<file path="src/rtl/cpu_types_pkg.sv">
// Shared CPU/memory types: RAM status, machine word and arbiter request kinds.
package cpu_types_pkg;

   localparam int WORD_W = 32;

   typedef logic [WORD_W-1:0] word_t;

   typedef enum logic [1:0] {
      FREE   = 2'b00,
      BUSY   = 2'b01,
      ACCESS = 2'b10,
      ERROR  = 2'b11
   } ramstate_t;

   typedef enum logic [1:0] {
      REQ_IREAD  = 2'b00,
      REQ_DREAD  = 2'b01,
      REQ_DWRITE = 2'b10
   } req_kind_t;

   // Two-way round-robin: a lone requester wins, a tie goes to the favoured core.
   function automatic logic rr_pick(input logic [1:0] req, input logic favour);
      return (req == 2'b11) ? favour : req[1];
   endfunction

endpackage

</file>
<file path="src/rtl/arb_pick.sv">
// Combinational requester selection: data write > data read > instruction read,
// round-robin between cores within a class; data reads are masked while c2c is active.
module arb_pick
   import cpu_types_pkg::*;
(
   input  logic      [1:0] iren_i,
   input  logic      [1:0] dren_i,
   input  logic      [1:0] dwen_i,
   input  logic            c2c_i,
   input  logic            rr_i,
   output logic            vld_o,
   output logic            core_o,
   output req_kind_t       kind_o
);

   logic [1:0] dren_elig;

   assign dren_elig = dren_i & ~{2{c2c_i}};

   always_comb begin
      vld_o  = 1'b1;
      core_o = 1'b0;
      kind_o = REQ_IREAD;
      if (|dwen_i) begin
         kind_o = REQ_DWRITE;
         core_o = rr_pick(dwen_i, rr_i);
      end else if (|dren_elig) begin
         kind_o = REQ_DREAD;
         core_o = rr_pick(dren_elig, rr_i);
      end else if (|iren_i) begin
         kind_o = REQ_IREAD;
         core_o = rr_pick(iren_i, rr_i);
      end else begin
         vld_o = 1'b0;
      end
   end

endmodule

</file>
<file path="src/rtl/memory_arbiter.sv">
// Two-core arbiter onto a single RAM port: IDLE picks and latches a request, GRANT
// holds the strobe until ACCESS (retrying on ERROR), DONE idles one cycle for the requester.
module memory_arbiter
   import cpu_types_pkg::*;
#(
   parameter int   CPUS    = 2,
   parameter logic RR_INIT = 1'b0
) (
   input  logic            CLK,
   input  logic            nRST,
   input  logic      [1:0] iREN,
   input  word_t           iaddr0,
   input  word_t           iaddr1,
   input  logic      [1:0] dREN,
   input  logic      [1:0] dWEN,
   input  word_t           daddr0,
   input  word_t           daddr1,
   input  word_t           dstore0,
   input  word_t           dstore1,
   input  logic            c2c,
   input  ramstate_t       ramstate,
   input  word_t           ramload,
   output logic      [1:0] iwait,
   output logic      [1:0] dwait,
   output word_t           iload,
   output word_t           dload,
   output word_t           ramaddr,
   output word_t           ramstore,
   output logic            ramREN,
   output logic            ramWEN
);

   localparam int CW = $clog2(CPUS);

   localparam logic [1:0] IDLE  = 2'd0;
   localparam logic [1:0] GRANT = 2'd1;
   localparam logic [1:0] DONE  = 2'd2;

   logic [1:0]    state_q, state_d;
   logic          rr_q, rr_d;
   logic [CW-1:0] core_q, core_d;
   req_kind_t     kind_q, kind_d;
   word_t         addr_q, addr_d;
   word_t         data_q, data_d;

   logic          pick_vld;
   logic          pick_core;
   req_kind_t     pick_kind;
   logic          granted_act;
   logic          done_now;
   logic [1:0]    core_oh;
   logic [1:0]    i_cpl;
   logic [1:0]    d_cpl;

   arb_pick u_pick (
      .iren_i (iREN),
      .dren_i (dREN),
      .dwen_i (dWEN),
      .c2c_i  (c2c),
      .rr_i   (rr_q),
      .vld_o  (pick_vld),
      .core_o (pick_core),
      .kind_o (pick_kind)
   );

   // The granted request must still be held; a dropped request kills the strobe at once.
   always_comb begin
      granted_act = 1'b0;
      case (kind_q)
         REQ_DWRITE: granted_act = dWEN[core_q];
         REQ_DREAD:  granted_act = dREN[core_q];
         default:    granted_act = iREN[core_q];
      endcase
   end

   assign done_now = (state_q == GRANT) && granted_act && (ramstate == ACCESS);
   assign core_oh  = core_q ? 2'b10 : 2'b01;
   assign i_cpl    = (done_now && kind_q == REQ_IREAD) ? core_oh : 2'b00;
   assign d_cpl    = (done_now && kind_q != REQ_IREAD) ? core_oh : 2'b00;

   assign iwait    = iREN & ~i_cpl;
   assign dwait    = (dREN | dWEN) & ~d_cpl;
   assign iload    = ramload;
   assign dload    = ramload;
   assign ramaddr  = addr_q;
   assign ramstore = data_q;
   assign ramREN   = (state_q == GRANT) && granted_act && (kind_q != REQ_DWRITE);
   assign ramWEN   = (state_q == GRANT) && granted_act && (kind_q == REQ_DWRITE);

   always_comb begin
      state_d = state_q;
      rr_d    = rr_q;
      core_d  = core_q;
      kind_d  = kind_q;
      addr_d  = addr_q;
      data_d  = data_q;
      case (state_q)
         IDLE: begin
            if (pick_vld) begin
               state_d = GRANT;
               core_d  = pick_core;
               kind_d  = pick_kind;
               data_d  = pick_core ? dstore1 : dstore0;
               if (pick_kind == REQ_IREAD) begin
                  addr_d = pick_core ? iaddr1 : iaddr0;
               end else begin
                  addr_d = pick_core ? daddr1 : daddr0;
               end
            end
         end
         GRANT: begin
            if (!granted_act) begin
               state_d = IDLE;
            end else if (ramstate == ACCESS) begin
               state_d = DONE;
               rr_d    = ~core_q;
            end
         end
         default: state_d = IDLE;
      endcase
   end

   always_ff @(posedge CLK or negedge nRST) begin
      if (!nRST) begin
         state_q <= IDLE;
         rr_q    <= RR_INIT;
         core_q  <= '0;
         kind_q  <= REQ_IREAD;
         addr_q  <= '0;
         data_q  <= '0;
      end else begin
         state_q <= state_d;
         rr_q    <= rr_d;
         core_q  <= core_d;
         kind_q  <= kind_d;
         addr_q  <= addr_d;
         data_q  <= data_d;
      end
   end

endmodule

</file>
<file path="config.mk">
export PLATFORM = sky130hd
export DESIGN_NAME = memory_arbiter
export DESIGN_NICKNAME = d
export VERILOG_FILES = /design/src/rtl/cpu_types_pkg.sv /design/src/rtl/arb_pick.sv /design/src/rtl/memory_arbiter.sv
export SDC_FILE = /design/constraint.sdc
export NUM_CORES = 1
export LEC_CHECK = 0
export BUFFER_PORTS_ARGS = -buffer_cell sky130_fd_sc_hd__buf_4
export CAP_MARGIN = 20
export CORE_AREA = 2 2 142 144
export CTS_CLUSTER_SIZE = 14
export DETAILED_ROUTE_END_ITERATION = 7
export DIE_AREA = 0 0 144 146
export GPL_ROUTABILITY_DRIVEN = 1
export PLACE_DENSITY = 0.54
export SKIP_CTS_REPAIR_TIMING = 1
export SLEW_MARGIN = 5
export SYNTH_ARGS = -nofsm -noshare
export SYNTH_HDL_FRONTEND = slang
export SYNTH_SLANG_ARGS = --single-unit
</file>
<file path="constraint.sdc">
create_clock -name CLK -period 1.8 [get_ports CLK]
set_input_delay 0.36 -clock CLK [delete_from_list [all_inputs] [get_ports CLK]]
set_output_delay 0.36 -clock CLK [all_outputs]
set_load 0.05 [all_outputs]
</file>
==> run summary, run 1 <==
Final Instance Count excl. Fillers: 1,035
Netlist Area Pre-Place: 0.004962 mm²
Hold Path Sink: ramstore[8]$_DFFE_PN0P_
gr usage total: 0.1670
peak supply drop: 0.7457 mV
worst r2r src: kind_q[0]$_DFFE_PN0P_
First DRT Iteration DRCs: 117
Starting Density: 0.2566
Setup CP Type: reg -> out
Pwr Total: 13.22 mW
vias post-DR: 4,808
worst skew pair latency: 0.34 ns
root buf cell: clkbuf_16
Mean Syn Cell Area: 9.561 µm²
Hold WC Path Type: in -> reg
CP max stage cell: dfrtp_2
Slew @ Worst Pin: 0.6640 ns
CTS tree: yes
Setup-failing EPs final: 7
worst path cell trace: mux2_4 > a22o_1 > a31oi_4 > buf_6 > and2b_4 > buf_6
RSZ-0062 raised after global routing: yes
DRC: 0
Placed Cells: 1,009
commonest non-fill, non-tap cell in the layout: buf_4
Hold WS: 0.2878 ns
outcome: finished with violations
nets@finish: 1,003
# rows: 51
register area share after synthesis: 0.3530
Routed Antenna Nets: 0
vias in the first global route: 4,884
drt wl/cell: 18.47 µm
global route total overflow: 0
R2R Setup Slk: -0.07 ns
die width: 144 µm
most frequent CP cell: buf_6
most frequent cells in the layout: buf_4 (320), dfrtp_1 (69), mux2i_1 (63)
slowest stage delay, CP: 0.44 ns
Pwr Density: 1659 mW/mm²
YS warnings: 0
CP Capture Type: output pin
Clock Sinks: 70
CP Data Arrival Time: 2.00 ns
detailed placer's ending HPWL: 14,120 µm
leading area contributor after synthesis: dfrtp_1
Synth area leaders: dfrtp_1 (35%), mux2i_1 (13%), buf_4 (11%)
CP top delay family: compound AO/OA/AOI/OAI gates
first-pass GRT wire length: 27,030 µm
Diodes inserted: 0
Mapped Cells: 519
H-tree lvl count: 3
Max Cap Viol: 0
Req. time, crit path: 1.44 ns
clock-pin slew on the worst setup and hold paths: 0.07 ns
Max Slew Vio Count: 0
Leak Pwr: 3.608 nW
IO Pins: 369
CTS Buffer Depth: 2
RR Endpoint: rr_q$_DFFE_PN0P_
port buffer count: 272
initial antenna violation count: 0
Yosys reg bits: 70
Setup WS post-layout: -0.5606 ns
total die area: 0.02102 mm²
Rel. slew slack: 0.5564
net count after synthesis: 757
hold_sp: dstore0[8]
Critical Path Start Type: register
min Tclk post-route: 2.361 ns
clock skew: 0.008112 ns
R2R cell count: 8
fmax: 423.6 MHz
CP Buf/Inv Count: 2
DR vias/cell: 4.645
GP Congestion: 0.7540
CTS buffer count: 9
post-synthesis cell type count: 40
Layout Area Growth over Synthesis: 60.59%
Worst Hold Path Cells: 3
Synth top area share: 0.3530
fill count: 1,976
total core area: 0.01933 mm²
final wirelength: 19,120 µm
share of layout cells above drive strength 1: 0.5558
largest net degree at the start of global routing: 67
Tcrit/Tclk final: 1.311
DIE HEIGHT: 146 µm
violated checks: negative setup slack
final hold violation count: 0
Pre-antenna DRT Iters: 4
crit path max fanout: 4
==> per-layer routing <==
metal / routed length [µm] / GRT usage / share of wire / up-vias
met5: 0 / 0 / 0 / -
met2: 9626 / 0.2960 / 0.50 / 244
li1: - / - / - / 2315
met4: 452 / 0.05637 / 0.024 / 0
met1: 7266 / 0.1926 / 0.38 / 2209
met3: 1773 / 0.04442 / 0.093 / 40
==> cell families after synthesis <==
| family | Yosys count | synth area share |
|---|---|---|
| adder cells (fa/ha/maj) | 3 | 0.007565 |
| multiplexers | 68 | 0.1387 |
| buffers and inverters | 117 | 0.1528 |
| flip-flops | 70 | 0.3530 |
| AND/OR/NAND/NOR | 116 | 0.1026 |
| AO/OA/AOI/OAI | 145 | 0.2453 |
==> sequential cells by signal, indices dropped and copies added, names as in the netlist <==
name and flops:
rr_q 1, kind_q 2, state_q 2, ramaddr 32, core_q 1, ramstore 32
==> Yosys cell counts <==
master,number
a2111oi_2,28
a21oi_1,33
a2111oi_4,2
a31oi_2,1
clkbuf_4,1
nand2b_1,1
and2_1,1
buf_6,4
nand2_1,35
o21ai_0,31
or2_0,1
o31ai_4,1
mux2_1,1
a211oi_1,32
a22o_1,1
mux2_2,1
a2bb2oi_4,1
and2b_1,1
mux2i_1,65
nand2_2,2
buf_4,71
dfrtp_1,70
o41ai_1,1
o21bai_1,1
o21ai_2,1
a31oi_1,4
o21ai_1,4
o31a_1,1
clkbuf_2,2
buf_2,13
inv_1,6
nor2b_1,4
a21bo_4,1
a2111oi_0,2
mux2_4,1
ha_1,3
nor3b_1,2
clkbuf_1,20
nor2_1,37
nand3_1,32
==> area by class of cell <==
class | count | area, µm² | share of cell area
clock buffers | 9 | 225.2 | 0.02826
inverters | 6 | 22.52 | 0.002826
clock inverters | 7 | 62.56 | 0.007851
well taps | 265 | 331.6 | 0.04161
repair buffers | 344 | 2824 | 0.3544
multi-input cells | 334 | 2750 | 0.3451
flip-flops and latches | 70 | 1753 | 0.2200
==> metrics by stage <==
step                setup slack [ns]  TNS (ns)  utilization  area, µm²
floorplan                    -0.3191    -1.440            -       5031
global placement             -0.5545    -18.87       0.3778       7305
detailed placement           -0.5915    -19.75       0.3778       7305
CTS                          -0.9875    -10.72       0.3927       7592
global route                 -0.6396    -3.904       0.4122       7969
finish                       -0.5606    -3.226       0.4122       7969
==> worst max path at each step <==
stage                                      from  endpoint  slack, ns  cells past startpoint
after global routing         core_q$_DFFE_PN0P_  iwait[0]      -0.64                      6
after global placement    kind_q[0]$_DFFE_PN0P_  iwait[1]      -0.55                      7
after floorplan              core_q$_DFFE_PN0P_  dwait[0]      -0.32                      7
final                        core_q$_DFFE_PN0P_    ramWEN      -0.56                      6
after detailed placement  kind_q[0]$_DFFE_PN0P_  dwait[1]      -0.59                      7
after CTS                 kind_q[0]$_DFFE_PN0P_  dwait[1]      -0.99                      7
==> power by group <==
group,internal (mW),leakage (nW),switching [mW]
registers,2.36,0.817,0.431
logic,3.18,2.65,5.50
clock network,0.963,0.139,0.796
total,6.50,3.61,6.72
==> worst reg2reg max path: cells and delay by family, from the launching register on <==
family | cells | cell delay [ns]
AO/OA/AOI/OAI | 2 | 0.29
adder cells (fa/ha/maj) | 1 | 0.16
buffers and inverters | 3 | 0.36
flip-flops | 1 | 0.38
multiplexers | 1 | 0.28
AND/OR/NAND/NOR | 1 | 0.28
No activity file was read; power rests on OpenSTA's default activity.
==> run 2, diff against run 1 <==
- ABC_AREA: not set -> 1
- CORE_AREA: 2 2 142 144 -> 2 2 141 143
- DIE_AREA: 0 0 144 146 -> 0 0 143 145
- PLACE_DENSITY: 0.54 -> 0.53
- clock period: 1.8 -> 3.02 ns (I/O delays scaled with it)
==> run 2 against run 1 <==
The run now ends clean. Critical path depth rose by 1. Die area fell by 1.4%. Power fell by 46%. Worst hold slack improved by 0.10 ns. Combinational power fell by 51%. Register-to-register slack improved by 1.2 ns. Synthesized area rose by 1.3%. Worst setup slack improved by 1.1 ns. Highest routed layer unchanged.
==> run summary, run 2 <==
DIE HEIGHT: 145 µm (-0.68%)
Setup CP Type: reg -> out
die width: 143 µm (-0.69%)
Synth top area share: 0.3485 (-0.004482)
post-synthesis xor/xnor area fraction: 0 (unchanged)
vias post-DR: 5,301 (+10%)
register area share after synthesis: 0.3485 (-0.004482)
# rows: 51 (unchanged)
Leak Pwr: 3.921 nW (+8.7%)
Yosys reg bits: 70 (unchanged)
CTS tree: yes
Post-Synth Adder-Cell Area: 0.007468 (-0.00009604)
mux share of post-synthesis cell area: 0 (-0.1387)
Slew @ Worst Pin: 0.9557 ns (+0.2917 ns)
Layout Area Growth over Synthesis: 40.25%
Setup-failing EPs final: 0 (-7)
worst path cell trace: inv_1 > o211ai_1 > nand3_1 > nand4_1 > nor2_1 > nor2_1 > buf_4
global route total overflow: 0 (unchanged)
total core area: 0.01921 mm² (-0.66%)
GP Congestion: 0.8025 (+6.4%)
Tcrit/Tclk final: 0.8063
RR Endpoint: ramstore[14]$_DFFE_PN0P_
first-pass GRT wire length: 27,310 µm (+1.0%)
Req. time, crit path: 2.42 ns (+0.98 ns)
H-tree lvl count: 3 (unchanged)
Placed Cells: 1,200 (+19%)
top_reg_cell synth: dfrtp_1
initial antenna violation count: 0 (unchanged)
pre-CTS setup slack: 0.6981 ns (+1.290 ns)
Setup WS post-layout: 0.5849 ns (+1.146 ns)
Pre-antenna DRT Iters: 5 (+1)
DR vias/cell: 4.363 (-6.1%)
leading area contributor after synthesis: dfrtp_1
Clock Sinks: 70 (unchanged)
RSZ-0062 raised after global routing: no
port buffer count: 272 (unchanged)
final hold violation count: 0 (unchanged)
Final Instance Count excl. Fillers: 1,215 (+17%)
clock-pin slew on the worst setup and hold paths: 0.06 ns (about the same)
worst r2r src: rr_q$_DFFE_PN0P_
Routed Antenna Nets: 0 (unchanged)
Post-synth EDFFs: 0 (unchanged)
Rel. slew slack: 0.3629 (-0.1935)
CTS buffer count: 9 (unchanged)
R2R Setup Slk: 1.10 ns (+1.17 ns)
Pwr Density: 1012 mW/mm² (-39%)
clock skew: 0.008966 ns (+0.0008540 ns)
crit path max fanout: 9 (+5)
net count after synthesis: 999 (+32%)
nets@finish: 1,184 (+18%)
Max Slew Vio Count: 0 (unchanged)
crit path to: iwait[1]
worst skew pair latency: 0.34 ns (about the same)
CP max stage cell: dfrtp_1
outcome: finished clean
Mapped Cells: 761 (+47%)
share of layout cells above drive strength 1: 0.3284 (-0.2274)
detailed placer's ending HPWL: 12,920 µm (-8.5%)
final wirelength: 17,240 µm (-9.8%)
post-synthesis cell type count: 26 (-35%)
root buf cell: clkbuf_16
Critical Path Start: core_q$_DFFE_PN0P_
R2R cell count: 8 (unchanged)
CP Data Arrival Time: 1.83 ns (-0.17 ns)
Async SR Flop Fraction: 1.000 (unchanged)
Diodes inserted: 0 (unchanged)
largest net degree at the start of global routing: 71 (+6.0%)
Critical Path Start Type: register
gr usage total: 0.1665 (-0.0004922)
Hold WC Path Type: in -> async
fmax: 410.7 MHz
DRC: 0 (unchanged)
most frequent cell after synthesis: nand2_1
YS warnings: 0 (unchanged)
CP Capture Type: output pin
Hold WS: 0.3883 ns (+0.1005 ns)
IO Pins: 369 (unchanged)
CTS Buffer Depth: 2 (unchanged)
slowest stage delay, CP: 0.52 ns (+0.08 ns)
simple-gate share of the synthesized area: 0.3027 (+0.2001)
Commonest cells post-synth: nand2_1 (215), inv_1 (96), nand3_1 (93)
peak supply drop: 0.3897 mV (-48%)
Max Cap Viol: 0 (unchanged)
min Tclk post-route: 2.435 ns
design area: 0.007049 mm² (-12%)
main combinational cell family by area after synthesis: simple AND/OR/NAND/NOR gates
vias in the first global route: 5,302 (+8.6%)
drt wl/cell: 14.19 µm (-23%)
total die area: 0.02074 mm² (-1.4%)
Netlist Area Pre-Place: 0.005026 mm² (+1.3%)
Setup TNS: 0 ns (+3.226 ns)
First DRT Iteration DRCs: 185 (+58%)
Synth area leaders: dfrtp_1 (35%), nand2_1 (16%), buf_4 (11%)
post-synthesis compound-gate area fraction: 0.1168 (-0.1286)
commonest non-fill, non-tap cell in the layout: buf_4
placed cell area: 0.006736 mm² (-7.8%)
Mean Syn Cell Area: 6.605 µm² (-31%)
most frequent CP cell: nor2_1
fill count: 2,107 (+6.6%)
most frequent cells in the layout: buf_4 (283), nand2_1 (215), inv_1 (96)
Starting Density: 0.2617 (+0.005028)
## run 2: cell count changes in the layout (fill, tap and decap cells not counted), sizes merged, moves of 7 or more
cell / before / now
a211oi: 32 / 0
nand3: 32 / 95
inv: 10 / 101
a2111oi: 32 / 0
nor2: 37 / 49
buf: 341 / 283
mux2i: 65 / 0
nand2: 37 / 218
o21ai: 36 / 43
a21oi: 34 / 65
## run 2: worst min path at each step
stage / startpoint / to / slack, ns / depth (start not counted)
floorplan: nRST / core_q$_DFFE_PN0P_ / 0.31 / 0
global placement: ramaddr[15]$_DFFE_PN0P_ / ramaddr[15]$_DFFE_PN0P_ / 0.47 / 2
detailed placement: ramaddr[17]$_DFFE_PN0P_ / ramaddr[17]$_DFFE_PN0P_ / 0.47 / 2
CTS: nRST / ramaddr[30]$_DFFE_PN0P_ / 0.46 / 1
global route: nRST / ramaddr[30]$_DFFE_PN0P_ / 0.49 / 1
finish: nRST / ramaddr[30]$_DFFE_PN0P_ / 0.39 / 1
## run 2: cells by family (layout without fill, tap and decap cells)
logic type | count (synthesis) | count (layout)
simple gates | 365 | 365
buf+inv | 210 | 399
flops | 70 | 70
fa+ha+maj | 3 | 3
compound gates | 113 | 113
## run 2: power by group
group / total (mW) / internal (mW) / switching, mW
Clock: 1.13 / 0.718 / 0.415
Sequential: 1.70 / 1.42 / 0.284
Combinational: 4.29 / 1.28 / 3.02
Total: 7.13 / 3.41 / 3.72
## run 2: final cells by class
type | count | area (µm²) | share of cell area
Multi-Input combinational cell | 481 | 2147 | 0.3046
Timing Repair Buffer | 283 | 2125 | 0.3014
Sequential cell | 70 | 1752 | 0.2485
Inverter | 101 | 381.6 | 0.05414
Tap cell | 265 | 331.6 | 0.04704
Clock buffer | 9 | 225.2 | 0.03195
Clock inverter | 6 | 87.58 | 0.01242
## run 2: critical path: cells and delay by family, from the launching register on
kind | cells | cell delay (ns)
compound gates | 1 | 0.18
flops | 1 | 0.52
simple gates | 4 | 0.44
buf+inv | 2 | 0.35
## run 2: per-stage QoR
stage	power, mW	utilization
2_1_floorplan	4.916	-
3_3_place_gp	6.045	0.3507
3_5_place_dp	6.068	0.3507
4_1_cts	7.240	0.3670
5_1_grt	7.649	0.3670
6_report	7.133	0.3670
## run 2: routing by layer
layer  global-route usage  wire length, µm
met2               0.2900             8522
met4              0.06287              402
met3              0.04092             1302
met5                    0                0
met1               0.1953             7013
==> run 3, diff against run 2 <==
- CORE_AREA: 2 2 141 143 -> 2 2 142 144
- DIE_AREA: 0 0 143 145 -> 0 0 144 146
- PLACE_DENSITY: 0.53 -> 0.52
- clock period: 3.02 -> 2.5 ns (I/O delays scaled with it)
==> run 3 against run 2 <==
Global-route usage grew 0.17 points. Sequential power up 21%. Clock power grew 44%. Die area grew 1.4%. Via count is 0.87% higher. Register-to-register slack got worse by 0.40 ns. Critical endpoint is now iwait[0].
==> run summary, run 3 (synthesis gave the netlist of run 2 again) <==
outcome: finished clean
H-tree lvl count: 3 (unchanged)
Tcrit/Tclk final: 0.9208
Setup CP Type: reg -> out
commonest non-fill, non-tap cell in the layout: buf_4
design area: 0.007177 mm² (+1.8%)
Max Slew Vio Count: 0 (unchanged)
Req. time, crit path: 2.00 ns (-0.42 ns)
Critical Path Start: kind_q[0]$_DFFE_PN0P_
drt wl/cell: 14.66 µm (+3.3%)
DR vias/cell: 4.394 (+0.70%)
Hold WC Path Type: in -> async
RR Endpoint: ramstore[27]$_DFFE_PN0P_
IO Pins: 369 (unchanged)
final hold violation count: 0 (unchanged)
CTS tree: yes
peak supply drop: 0.4151 mV (+6.5%)
CP Data Arrival Time: 1.80 ns (-0.03 ns)
Routed Antenna Nets: 0 (unchanged)
Slew @ Worst Pin: 0.5829 ns (-0.3728 ns)
initial antenna violation count: 0 (unchanged)
worst skew pair latency: 0.34 ns (about the same)
Pre-antenna DRT Iters: 4 (-1)
root buf cell: clkbuf_16
min Tclk post-route: 2.302 ns
first-pass GRT wire length: 27,590 µm (+1.0%)
# rows: 51 (unchanged)
clock-pin slew on the worst setup and hold paths: 0.06 ns (about the same)
final wirelength: 17,840 µm (+3.5%)
Starting Density: 0.2599 (-0.001727)
R2R Setup Slk: 0.70 ns (-0.40 ns)
worst r2r src: rr_q$_DFFE_PN0P_
DIE HEIGHT: 146 µm (+0.69%)
Pwr Density: 1246 mW/mm² (+23%)
First DRT Iteration DRCs: 231 (+25%)
Clock Sinks: 70 (unchanged)
R2R cell count: 8 (unchanged)
Critical Path Start Type: register
vias post-DR: 5,347 (+0.87%)
crit path max fanout: 4 (-5)
die width: 144 µm (+0.70%)
Leak Pwr: 3.971 nW (+1.3%)
DRC: 0 (unchanged)
most frequent cells in the layout: buf_4 (280), nand2_1 (215), inv_1 (96)
Rel. slew slack: 0.6108 (+0.2479)
CP Capture Type: output pin
largest net degree at the start of global routing: 53 (-25%)
fmax: 434.4 MHz
total core area: 0.01933 mm² (+0.66%)
placed cell area: 0.006794 mm² (+0.85%)
crit path to: iwait[0]
global route total overflow: 0 (unchanged)
nets@finish: 1,185 (+0.084%)
Setup TNS: 0 ns (unchanged)
RSZ-0062 raised after global routing: no
gr usage total: 0.1682 (+0.001713)
total die area: 0.02102 mm² (+1.4%)
GP Congestion: 0.8585 (+7.0%)
vias in the first global route: 5,310 (+0.15%)
CTS Buffer Depth: 2 (unchanged)
clock skew: 0.008899 ns (-0.00006703 ns)
Layout Area Growth over Synthesis: 42.79%
port buffer count: 272 (unchanged)
Hold WS: 0.1294 ns (-0.2589 ns)
share of layout cells above drive strength 1: 0.3309 (+0.002461)
Setup-failing EPs final: 0 (unchanged)
Diodes inserted: 0 (unchanged)
Max Cap Viol: 0 (unchanged)
detailed placer's ending HPWL: 13,290 µm (+2.9%)
CTS buffer count: 9 (unchanged)
## run 3: cell types whose count changed in the layout (fill, tap and decap cells not counted), sizes merged
cell | before | now
clkinv | 4 | 1
bufinv | 2 | 4
clkbuf | 9 | 11
buf | 283 | 284
## run 3: worst max-delay path: stages, from the launching register on
cell and delay [ns]:
dfrtp_1 0.37, inv_1 0.12, ha_1 0.26, o21ai_0 0.16, inv_1 0.09, nand4_1 0.12
nor2_1 0.05, nor2_1 0.09, buf_4 0.20
## run 3: how the worst min path moves through the flow
stage / from / end / slack [ns]
after floorplan: nRST / core_q$_DFFE_PN0P_ / 0.20
after global placement: ramaddr[13]$_DFFE_PN0P_ / ramaddr[13]$_DFFE_PN0P_ / 0.47
after detailed placement: ramaddr[10]$_DFFE_PN0P_ / ramaddr[10]$_DFFE_PN0P_ / 0.47
after CTS: nRST / kind_q[0]$_DFFE_PN0P_ / 0.14
after global routing: nRST / ramaddr[9]$_DFFE_PN0P_ / 0.16
final: nRST / ramaddr[9]$_DFFE_PN0P_ / 0.13
## run 3: routing by layer
layer / vias to the layer above / part of all wire / GRT usage
met5: - / 0 / 0
met4: 0 / 0.028 / 0.06765
met3: 39 / 0.073 / 0.03751
met2: 208 / 0.48 / 0.2871
met1: 2419 / 0.42 / 0.2034
li1: 2681 / - / -
## run 3: area by class of cell
class                           count  area [µm²]
Timing Repair Buffer              284        2182
Tap cell                          265       331.6
Sequential cell                    70        1753
Clock inverter                      5       128.9
Inverter                          101       381.6
Multi-Input combinational cell    481        2147
Fill cell                        2143       12160
Clock buffer                       11       252.7
## run 3: stage by stage
stage | utilization | std cells | power (mW) | setup WS [ns]
floorplan | - | 761 | 5.938 | 0.2641
global placement | 0.3514 | 1201 | 7.369 | 0.4357
detailed placement | 0.3514 | 1201 | 7.387 | 0.4092
CTS | 0.3711 | 1217 | 9.070 | 0.1427
global route | 0.3712 | 1217 | 9.512 | 0.04443
finish | 0.3712 | 1217 | 8.942 | 0.1981
## run 3: report_power, final
part           internal (mW)  total [mW]  switching [mW]
Clock                   1.13        1.63           0.503
Combinational           1.57        5.24            3.67
Sequential              1.72        2.06           0.345
Total                   4.43        8.94            4.52
